File: config.mk
export PLATFORM = sky130hd
export DESIGN_NAME = div32_seq
export DESIGN_NICKNAME = d
export VERILOG_FILES = /design/src/rtl/div_pkg.sv /design/src/rtl/addsub32.sv /design/src/rtl/div32_seq.sv
export SDC_FILE = /design/constraint.sdc
export NUM_CORES = 1
export LEC_CHECK = 0
export ABC_AREA = 0
export BUFFER_PORTS_ARGS = -buffer_cell sky130_fd_sc_hd__buf_2
export CORE_AREA = 3 3 161 163
export DETAILED_ROUTE_END_ITERATION = 8
export DIE_AREA = 0 0 164 166
export PLACE_DENSITY = 0.66
export SETUP_SLACK_MARGIN = 0.05
export SLEW_MARGIN = 20
export SYNTH_ARGS = -nofsm -noshare
export SYNTH_HDL_FRONTEND = slang
export SYNTH_SLANG_ARGS = --single-unit
File: constraint.sdc
create_clock -name clock -period 6.14 [get_ports clock]
set_input_delay 1.228 -clock clock [delete_from_list [all_inputs] [get_ports clock]]
set_output_delay 1.228 -clock clock [all_outputs]
set_load 0.005 [all_outputs]
File: src/rtl/div_pkg.sv
// Shared definitions for the sequential 32-bit signed divider.
// Holds the controller state encoding and the datapath sizing constants
// used by div32_seq and its add/subtract sub-module.
package div_pkg;

   localparam int WIDTH = 32;
   localparam int ITER  = 32;
   localparam int CNT_W = 5;

   typedef enum logic [1:0] {
      IDLE = 2'd0,
      RUN  = 2'd1,
      FIX  = 2'd2,
      DONE = 2'd3
   } divState_t;

endpackage

File: src/rtl/addsub32.sv
// 32-bit add/subtract unit in the datapath's carry-select style.
// Ports:
//   a, b  : operands
//   sub   : 0 = a + b, 1 = a - b (b inverted, carry-in forced to 1)
//   sum   : result
//   cout  : carry out of bit 31 (for subtraction, 1 means no borrow)
//   ovf   : two's complement overflow
module addsub32
   import div_pkg::*;
(
   input  logic [WIDTH-1:0] a,
   input  logic [WIDTH-1:0] b,
   input  logic             sub,
   output logic [WIDTH-1:0] sum,
   output logic             cout,
   output logic             ovf
);

   logic [WIDTH-1:0] bEff;
   logic [15:0]      sumLo;
   logic             carryLo;
   logic [16:0]      hiIfCarry0;
   logic [16:0]      hiIfCarry1;

   // Low half ripples; the upper half is computed for both possible carries
   // and the low half's carry-out selects the right one.
   always_comb begin
      bEff                 = sub ? ~b : b;
      {carryLo, sumLo}     = {1'b0, a[15:0]} + {1'b0, bEff[15:0]} + {16'd0, sub};
      hiIfCarry0           = {1'b0, a[31:16]} + {1'b0, bEff[31:16]};
      hiIfCarry1           = {1'b0, a[31:16]} + {1'b0, bEff[31:16]} + 17'd1;
      {cout, sum[31:16]}   = carryLo ? hiIfCarry1 : hiIfCarry0;
      sum[15:0]            = sumLo;
      ovf                  = (a[31] == bEff[31]) && (sum[31] != a[31]);
   end

endmodule

File: src/rtl/div32_seq.sv
// Sequential 32-bit signed divider (restoring shift-subtract, one bit per clock).
// Ports:
//   clock          : rising-edge clock
//   reset          : asynchronous active-low reset
//   ctrl_DIV       : start pulse, operands sampled on the same edge
//   data_operandA  : dividend (two's complement)
//   data_operandB  : divisor (two's complement)
//   data_result    : quotient, truncated toward zero
//   data_remainder : remainder, sign follows the dividend
//   data_exception : divide-by-zero flag, valid with data_resultRDY
//   data_resultRDY : one-cycle pulse when the outputs are updated
//   busy           : high from the cycle after start through the ready cycle
module div32_seq
   import div_pkg::*;
(
   input  logic             clock,
   input  logic             reset,
   input  logic             ctrl_DIV,
   input  logic [WIDTH-1:0] data_operandA,
   input  logic [WIDTH-1:0] data_operandB,
   output logic [WIDTH-1:0] data_result,
   output logic [WIDTH-1:0] data_remainder,
   output logic             data_exception,
   output logic             data_resultRDY,
   output logic             busy
);

   divState_t        state;
   logic [WIDTH-1:0] quot;
   logic [WIDTH-1:0] rem;
   logic [WIDTH-1:0] magB;
   logic [CNT_W-1:0] count;
   logic             signQ;
   logic             signR;
   logic             excFlag;

   logic [WIDTH-1:0] absA;
   logic [WIDTH-1:0] absB;
   logic [WIDTH-1:0] shiftRem;
   logic [WIDTH-1:0] trialDiff;
   logic             trialCout;
   logic             addOvfUnused;

   // Operand magnitudes are treated as unsigned, so |-2^31| = 0x80000000 is
   // exact. The partial remainder stays below |B| <= 2^31, so the shifted
   // value always fits in 32 bits and the trial subtraction's carry-out acts
   // as the sign of the 33-bit difference (carry = 1 means T >= 0).
   always_comb begin
      absA     = data_operandA[WIDTH-1] ? (~data_operandA + WIDTH'(1)) : data_operandA;
      absB     = data_operandB[WIDTH-1] ? (~data_operandB + WIDTH'(1)) : data_operandB;
      shiftRem = {rem[WIDTH-2:0], quot[WIDTH-1]};
   end

   addsub32 u_trialSub (
      .a    (shiftRem),
      .b    (magB),
      .sub  (1'b1),
      .sum  (trialDiff),
      .cout (trialCout),
      .ovf  (addOvfUnused)
   );

   // Controller and datapath. quot/rem double as the pending result until the
   // DONE edge copies them to the output registers together with the ready
   // pulse, so the outputs only ever change on a ready cycle (or reset).
   // A start in any state restarts; a start in DONE still delivers the
   // finished result first.
   always_ff @(posedge clock or negedge reset) begin
      if (!reset) begin
         state          <= IDLE;
         quot           <= '0;
         rem            <= '0;
         magB           <= '0;
         count          <= '0;
         signQ          <= 1'b0;
         signR          <= 1'b0;
         excFlag        <= 1'b0;
         data_result    <= '0;
         data_remainder <= '0;
         data_exception <= 1'b0;
         data_resultRDY <= 1'b0;
         busy           <= 1'b0;
      end else begin
         data_resultRDY <= 1'b0;
         if (ctrl_DIV) begin
            if (state == DONE) begin
               data_result    <= quot;
               data_remainder <= rem;
               data_exception <= excFlag;
               data_resultRDY <= 1'b1;
            end
            busy  <= 1'b1;
            signQ <= data_operandA[WIDTH-1] ^ data_operandB[WIDTH-1];
            signR <= data_operandA[WIDTH-1];
            magB  <= absB;
            count <= '0;
            if (data_operandB == '0) begin
               quot    <= '0;
               rem     <= data_operandA;
               excFlag <= 1'b1;
               state   <= DONE;
            end else begin
               quot    <= absA;
               rem     <= '0;
               excFlag <= 1'b0;
               state   <= RUN;
            end
         end else begin
            case (state)
               IDLE: begin
                  busy <= 1'b0;
               end
               RUN: begin
                  quot  <= {quot[WIDTH-2:0], trialCout};
                  rem   <= trialCout ? trialDiff : shiftRem;
                  count <= count + CNT_W'(1);
                  if (count == CNT_W'(ITER - 1)) begin
                     state <= FIX;
                  end
               end
               FIX: begin
                  quot  <= signQ ? (~quot + WIDTH'(1)) : quot;
                  rem   <= signR ? (~rem + WIDTH'(1)) : rem;
                  state <= DONE;
               end
               DONE: begin
                  data_result    <= quot;
                  data_remainder <= rem;
                  data_exception <= excFlag;
                  data_resultRDY <= 1'b1;
                  state          <= IDLE;
               end
               default: begin
                  state <= IDLE;
               end
            endcase
         end
      end
   end

endmodule
# --- Word level (Yosys, flattened, before mapping) ---
# Index checks and enable logic that the tools add are counted.
word_totals:
  register_bits: 173
  in_bits: 67
classes:
  n_reduce_logical: 9
  bitwise: 6
  muxes: 22
  addsub: 9
  n_eq_ne: 7
op_table:
  columns: ["cell", "n"]
  rows:
  - ["$mux W32", 9]
  - ["$not A32 Y32", 5]
  - ["$add A32 B1 Y32 const B", 4]
  - ["$pmux W32 S2", 2]
  - ["$add A16 B16 Y17", 2]
  - ["$add A17 B1 Y17 const B", 2]
  - ["$logic_not A32 Y1", 1]
  - ["$mux W17", 1]
  - ["$mux W5", 2]
  - ["$ne A3 B3 Y1 const B", 3]
  - ["$mux W2", 3]
  - ["$pmux W2 S3", 1]
  - ["$reduce_and A2 Y1", 3]
  - ["$add A5 B1 Y5 const B", 1]
  - ["$eq A5 B5 Y1 const B", 1]
  - ["$eq A2 B2 Y1 const B", 2]
  - ["$mux W1", 4]
  - ["$reduce_bool A2 Y1", 2]
  - ["$reduce_bool A4 Y1", 1]
  - ["$reduce_bool A3 Y1", 1]
  - ["$eq A2 B1 Y1 const B", 1]
  - ["$logic_not A2 Y1", 1]
  - ["$xor A1 B1 Y1", 1]

# --- Longest topological paths before layout ---
depth:
  word_depth: 7
  mapped_depth: 15
  depth_no_buf: 13

# --- Hierarchy ---
# A second synthesis with hierarchy kept.
hier_totals:
  hier_cells: 1432
  area_unflattened_um2: 12738.5
by_module_without_submodules:
  columns: ["module", "seq_area_each_um2", "cells_each", "n_inst", "area_per_inst_um2"]
  rows:
  - ["div32_seq", 4329.2, 1138, 1, 10457.5]
  - ["addsub32", 0.0, 294, 1, 2280.9]

# --- Least setup slack after synthesis ---
# OpenSTA, ideal clock, no wires.
synth_path:
  kind: "input-to-reg"
  from: "in data_operandA[10]"
  to: "reg quot[29]"
  t_arrival_ps: 3958
  path_buffers: 0
  required_time_ps: 6019
  slack_ps: 2061
  cell_stages: 10
  path_cell_list: "or4_1 or3_4 or4_4 or3_1 nor4_2 inv_1 o41ai_1 xor2_1 o22ai_1 a22o_1"
synth_via:
  elab_chain_len: 5
synth_lines:
  columns: ["element", "line", "text"]
  rows:
  - ["start, declared", "div32_seq.sv:19", "input logic [WIDTH-1:0] data_operandA,"]
  - ["$not A32 Y32", "div32_seq.sv:49", "absA = data_operandA[WIDTH-1] ? (~data_operandA + WIDTH'(1)) : data_operandA;"]
  - ["$add A32 B1 Y32", "div32_seq.sv:49", null]
  - ["$mux W32", "div32_seq.sv:49", null]
  - ["$mux W32", "div32_seq.sv:97", "if (data_operandB == '0) begin"]
  - ["$mux W32", "div32_seq.sv:85", "if (ctrl_DIV) begin"]
  - ["end signal, assigned", "div32_seq.sv:103", "quot <= absA;"]
  - ["end signal, assigned", "div32_seq.sv:114", "quot <= {quot[WIDTH-2:0], trialCout};"]
  - ["end signal, assigned", "div32_seq.sv:122", "quot <= signQ ? (~quot + WIDTH'(1)) : quot;"]
  - ["end, declared", "div32_seq.sv:29", "logic [WIDTH-1:0] quot;"]
# Every way passes these cells.
# A chain may end at the register's enable or synchronous reset.

# --- Final worst setup path ---
layout_path:
  from: "reg rem[15]"
  to: "reg rem[0]"
layout_via:
  elab_chain_len: 6
layout_lines:
  columns: ["element", "line", "text"]
  rows:
  - ["start, declared", "div32_seq.sv:30", "logic [WIDTH-1:0] rem;"]
  - ["start signal, assigned", "div32_seq.sv:99", "rem <= data_operandA;"]
  - ["start signal, assigned", "div32_seq.sv:115", "rem <= trialCout ? trialDiff : shiftRem;"]
  - ["start signal, assigned", "div32_seq.sv:123", "rem <= signR ? (~rem + WIDTH'(1)) : rem;"]
  - ["$add A16 B16 Y17 (*)", "addsub32.sv:30, addsub32.sv:31", null]
  - ["$add A17 B1 Y17", "addsub32.sv:31", "hiIfCarry1 = {1'b0, a[31:16]} + {1'b0, bEff[31:16]} + 17'd1;"]
  - ["$mux W17 (*)", "addsub32.sv:32", "{cout, sum[31:16]} = carryLo ? hiIfCarry1 : hiIfCarry0;"]
  - ["$mux W32 (*)", "div32_seq.sv:115", null]
  - ["$pmux W32 S2 (*)", "div32_seq.sv:109", "case (state)"]
  - ["$mux W32 (*)", "div32_seq.sv:85", null]
# Every way passes the cells marked *; elsewhere a longest branch is shown, timed or not.

==> impl_metrics.ini <==
[logic_synthesis]
synth-simple-area-share_pct = 17.4
synth-xor-area-share_pct = 7.84
yosysWarnings = 0
ys_ff_latch = 173
syn_inst = 1415
syn-mean-instance-area_um2 = 8.68
synth_area_mm2 = 0.0123
synth_top_family_by_area = compound AO/OA/AOI/OAI gates
synthArstFlopShare_pct = 100
synth_edf_count = 0
synth_top_cell_area_share_pct = 35.2
yosys-mux-area-fraction_pct = 8.10
synth_fp_nets = 1528
synth_compound_area_share_pct = 22.2
yosysSeqAreaShare_pct = 35.2
synth-adder-area-share_pct = 4.81
ys_top_cells_by_area = dfrtp_1 (35%), mux2_2 (6.1%), a21oi_1 (5.8%), ha_1 (4.5%), xor2_1 (4.3%)
ys_types = 81
yosys.area.top_type = dfrtp_1
ys.flop_type = dfrtp_1

[layout]
fin_nets = 1616
area_growth_pct = 12.2
final_common_cell = dfrtp_1
drive_above_1_share_pct = 18.5
mostFrequentLayoutCells = dfrtp_1 (173), a21oi_1 (142), nor2_1 (133), buf_2 (131), nand2_1 (101)

[die]
die_x_um = 164
start_util_pct = 50.2
rows = 57
dieArea_mm2 = 0.0272
core_area_mm2 = 0.0245
io_pins = 134
die_h_um = 166

[clock_network]
cts_buffers = 17
clockBufferDepth = 2
clock_latency_ns = 0.43
cts_setup_buffers = 0
cts_sinks = 173
cts_tree = done
h-tree-depth = 4
cts_resized = 0
cts_root_buf = clkbuf_16
clk_pin_slew_ns = 0.07
cts_hold_buf = 0

[routing]
postRouteAntennaNets = 0
drt-initial-drc-count = 891
dr.pass1.iters = 7
avgRoutedWirePerCell_um = 18.6
vias = 11100
drc_errors = 0
routed_wl_um = 34200
vias_per_cell = 6.01

[pwr]
leakagePower_nw = 6.03
power.density_mw_per_mm2 = 444
worst_ir_drop_vdd_mv = 0.186

[global_routing]
grtUsageTotal_pct = 25.1
grt_pass1_wl_um = 55500
grt_max_degree = 94
overflow = 0
antenna_found_initial = 1
grt_pass1_vias = 10300

[timing]
timing.hold.ws_ns = 0.496
period_share_pct = 78.1
hold_viol = 0
relSlewSlack_pct = 26.9
maxSlewViolCount = 0
rsz0062_at_grt = false
fmax_mhz = 208
setup_viol = 0
fin_crit_ns = 4.80
fin_setup_tns_ns = 0
clock_skew_ns = 0.00924
worstMarginPinSlew_ns = 1.09

[worst_setup_path]
crit_type = register to register
worst-endpoint-required_ns = 6.45
worstPathMaxFanout = 28
start_kind = register
cp.arrival_ns = 5.11
endpoint_kind = register

[place]
place_congestion = 0.934
port_buffers = 133
post-dp-hpwl_um = 24800

[run_status]
status = complete, no violations

[run]
max_cap_violations = 0

[hold_path]
hold_path_class = register to register
[cells in the mapped netlist, drive strengths merged, types with 14 or more instances]
| library cell | instances |
|---|---|
| xor2 | 60 |
| nand3 | 24 |
| nor2 | 134 |
| ha | 44 |
| clkbuf | 59 |
| nand2 | 101 |
| inv | 59 |
| a21o | 14 |
| mux2 | 67 |
| or4 | 23 |
| a21oi | 143 |
| o31ai | 23 |
| xnor2 | 50 |
| o21a | 19 |
| buf | 18 |
| a31oi | 17 |
| or3 | 28 |
| o21ai | 98 |
| mux2i | 24 |
| nor3 | 37 |
| dfrtp | 173 |
[critical path: stages (launching register included)]
cell and delay [ns]:
dfrtp_1 0.47, ha_1 0.27, fa_1 0.43, a211o_1 0.36, a2111o_1 0.43, nand4_1 0.11
nand3_1 0.12, xor2_1 0.23, nor4bb_1 0.57, a31oi_2 0.39, nor2_4 0.78, a21oi_1 0.16
a221o_1 0.34
[area by class of cell]
class	count	area, µm²
Inverter	61	229
Timing Repair Buffer	146	772
Fill cell	2270	10700
Clock inverter	11	131
Multi-Input combinational cell	1104	7450
Antenna cell	1	2.50
Tap cell	324	405
Sequential cell	173	4330
Clock buffer	21	460
[report_power, final]
group / internal [mW] / total, mW / switching (mW)
logic: 1.33 / 2.90 / 1.57
registers: 1.57 / 2.11 / 0.541
clock network: 0.626 / 1.11 / 0.479
total: 3.52 / 6.12 / 2.59
[per-layer routing]
layer / global-route usage, % / share of wire (%) / vias to the layer above
li1: - / - / 5360
met4: 6.51 / 1.6 / 0
met1: 36.3 / 46 / 5299
met2: 40.0 / 46 / 356
met3: 2.77 / 6.1 / 48
met5: 0 / 0 / -
[registers in the layout, indices dropped and copies added (netlist names), 2 cells and up]
register	cells
data_remainder	32
quot	32
magB	32
count	5
data_result	32
state	2
rem	32
[logic make-up (layout without fill, tap and decap cells)]
logic type / count (synthesis) / after routing
xor gates and xnor gates: 110 / 110
adders and majority gates: 46 / 46
buffers and inverters: 138 / 239
AOI/OAI and AO/OA: 432 / 432
and+or+nand+nor: 425 / 425
DFF: 173 / 173
other: 0 / 1
muxes: 91 / 91
[worst paths after layout]
| check | startpoint | to | slack, ns | cells past startpoint |
|---|---|---|---|---|
| worst max-delay path | rem[15] | rem[0] | 1.34 | 12 |
| worst min-delay path | excFlag | excFlag | 0.50 | 1 |
| worst max register to register | rem[15] | rem[0] | 1.34 | 12 |
| worst min register to register | excFlag | excFlag | 0.50 | 1 |
| max in group asynchronous | reset | rem[10] | 4.17 | 2 |
| min in group asynchronous | reset | count[2] | 0.90 | 1 |
[metrics by stage]
stage / cells / cell area, µm² / worst slack, ns / power (mW) / util (%)
global route: 1841 / 13800 / 0.999 / 6.59 / 56.3
detailed placement: 1808 / 13200 / 1.38 / 5.00 / 53.9
global placement: 1808 / 13200 / 1.47 / 4.91 / 53.9
floorplan: 1415 / 12300 / 2.06 / 4.09 / -
CTS: 1840 / 13800 / 1.36 / 6.12 / 56.3
finish: 1841 / 13800 / 1.34 / 6.12 / 56.3
No activity file was read; power rests on OpenSTA's default activity.
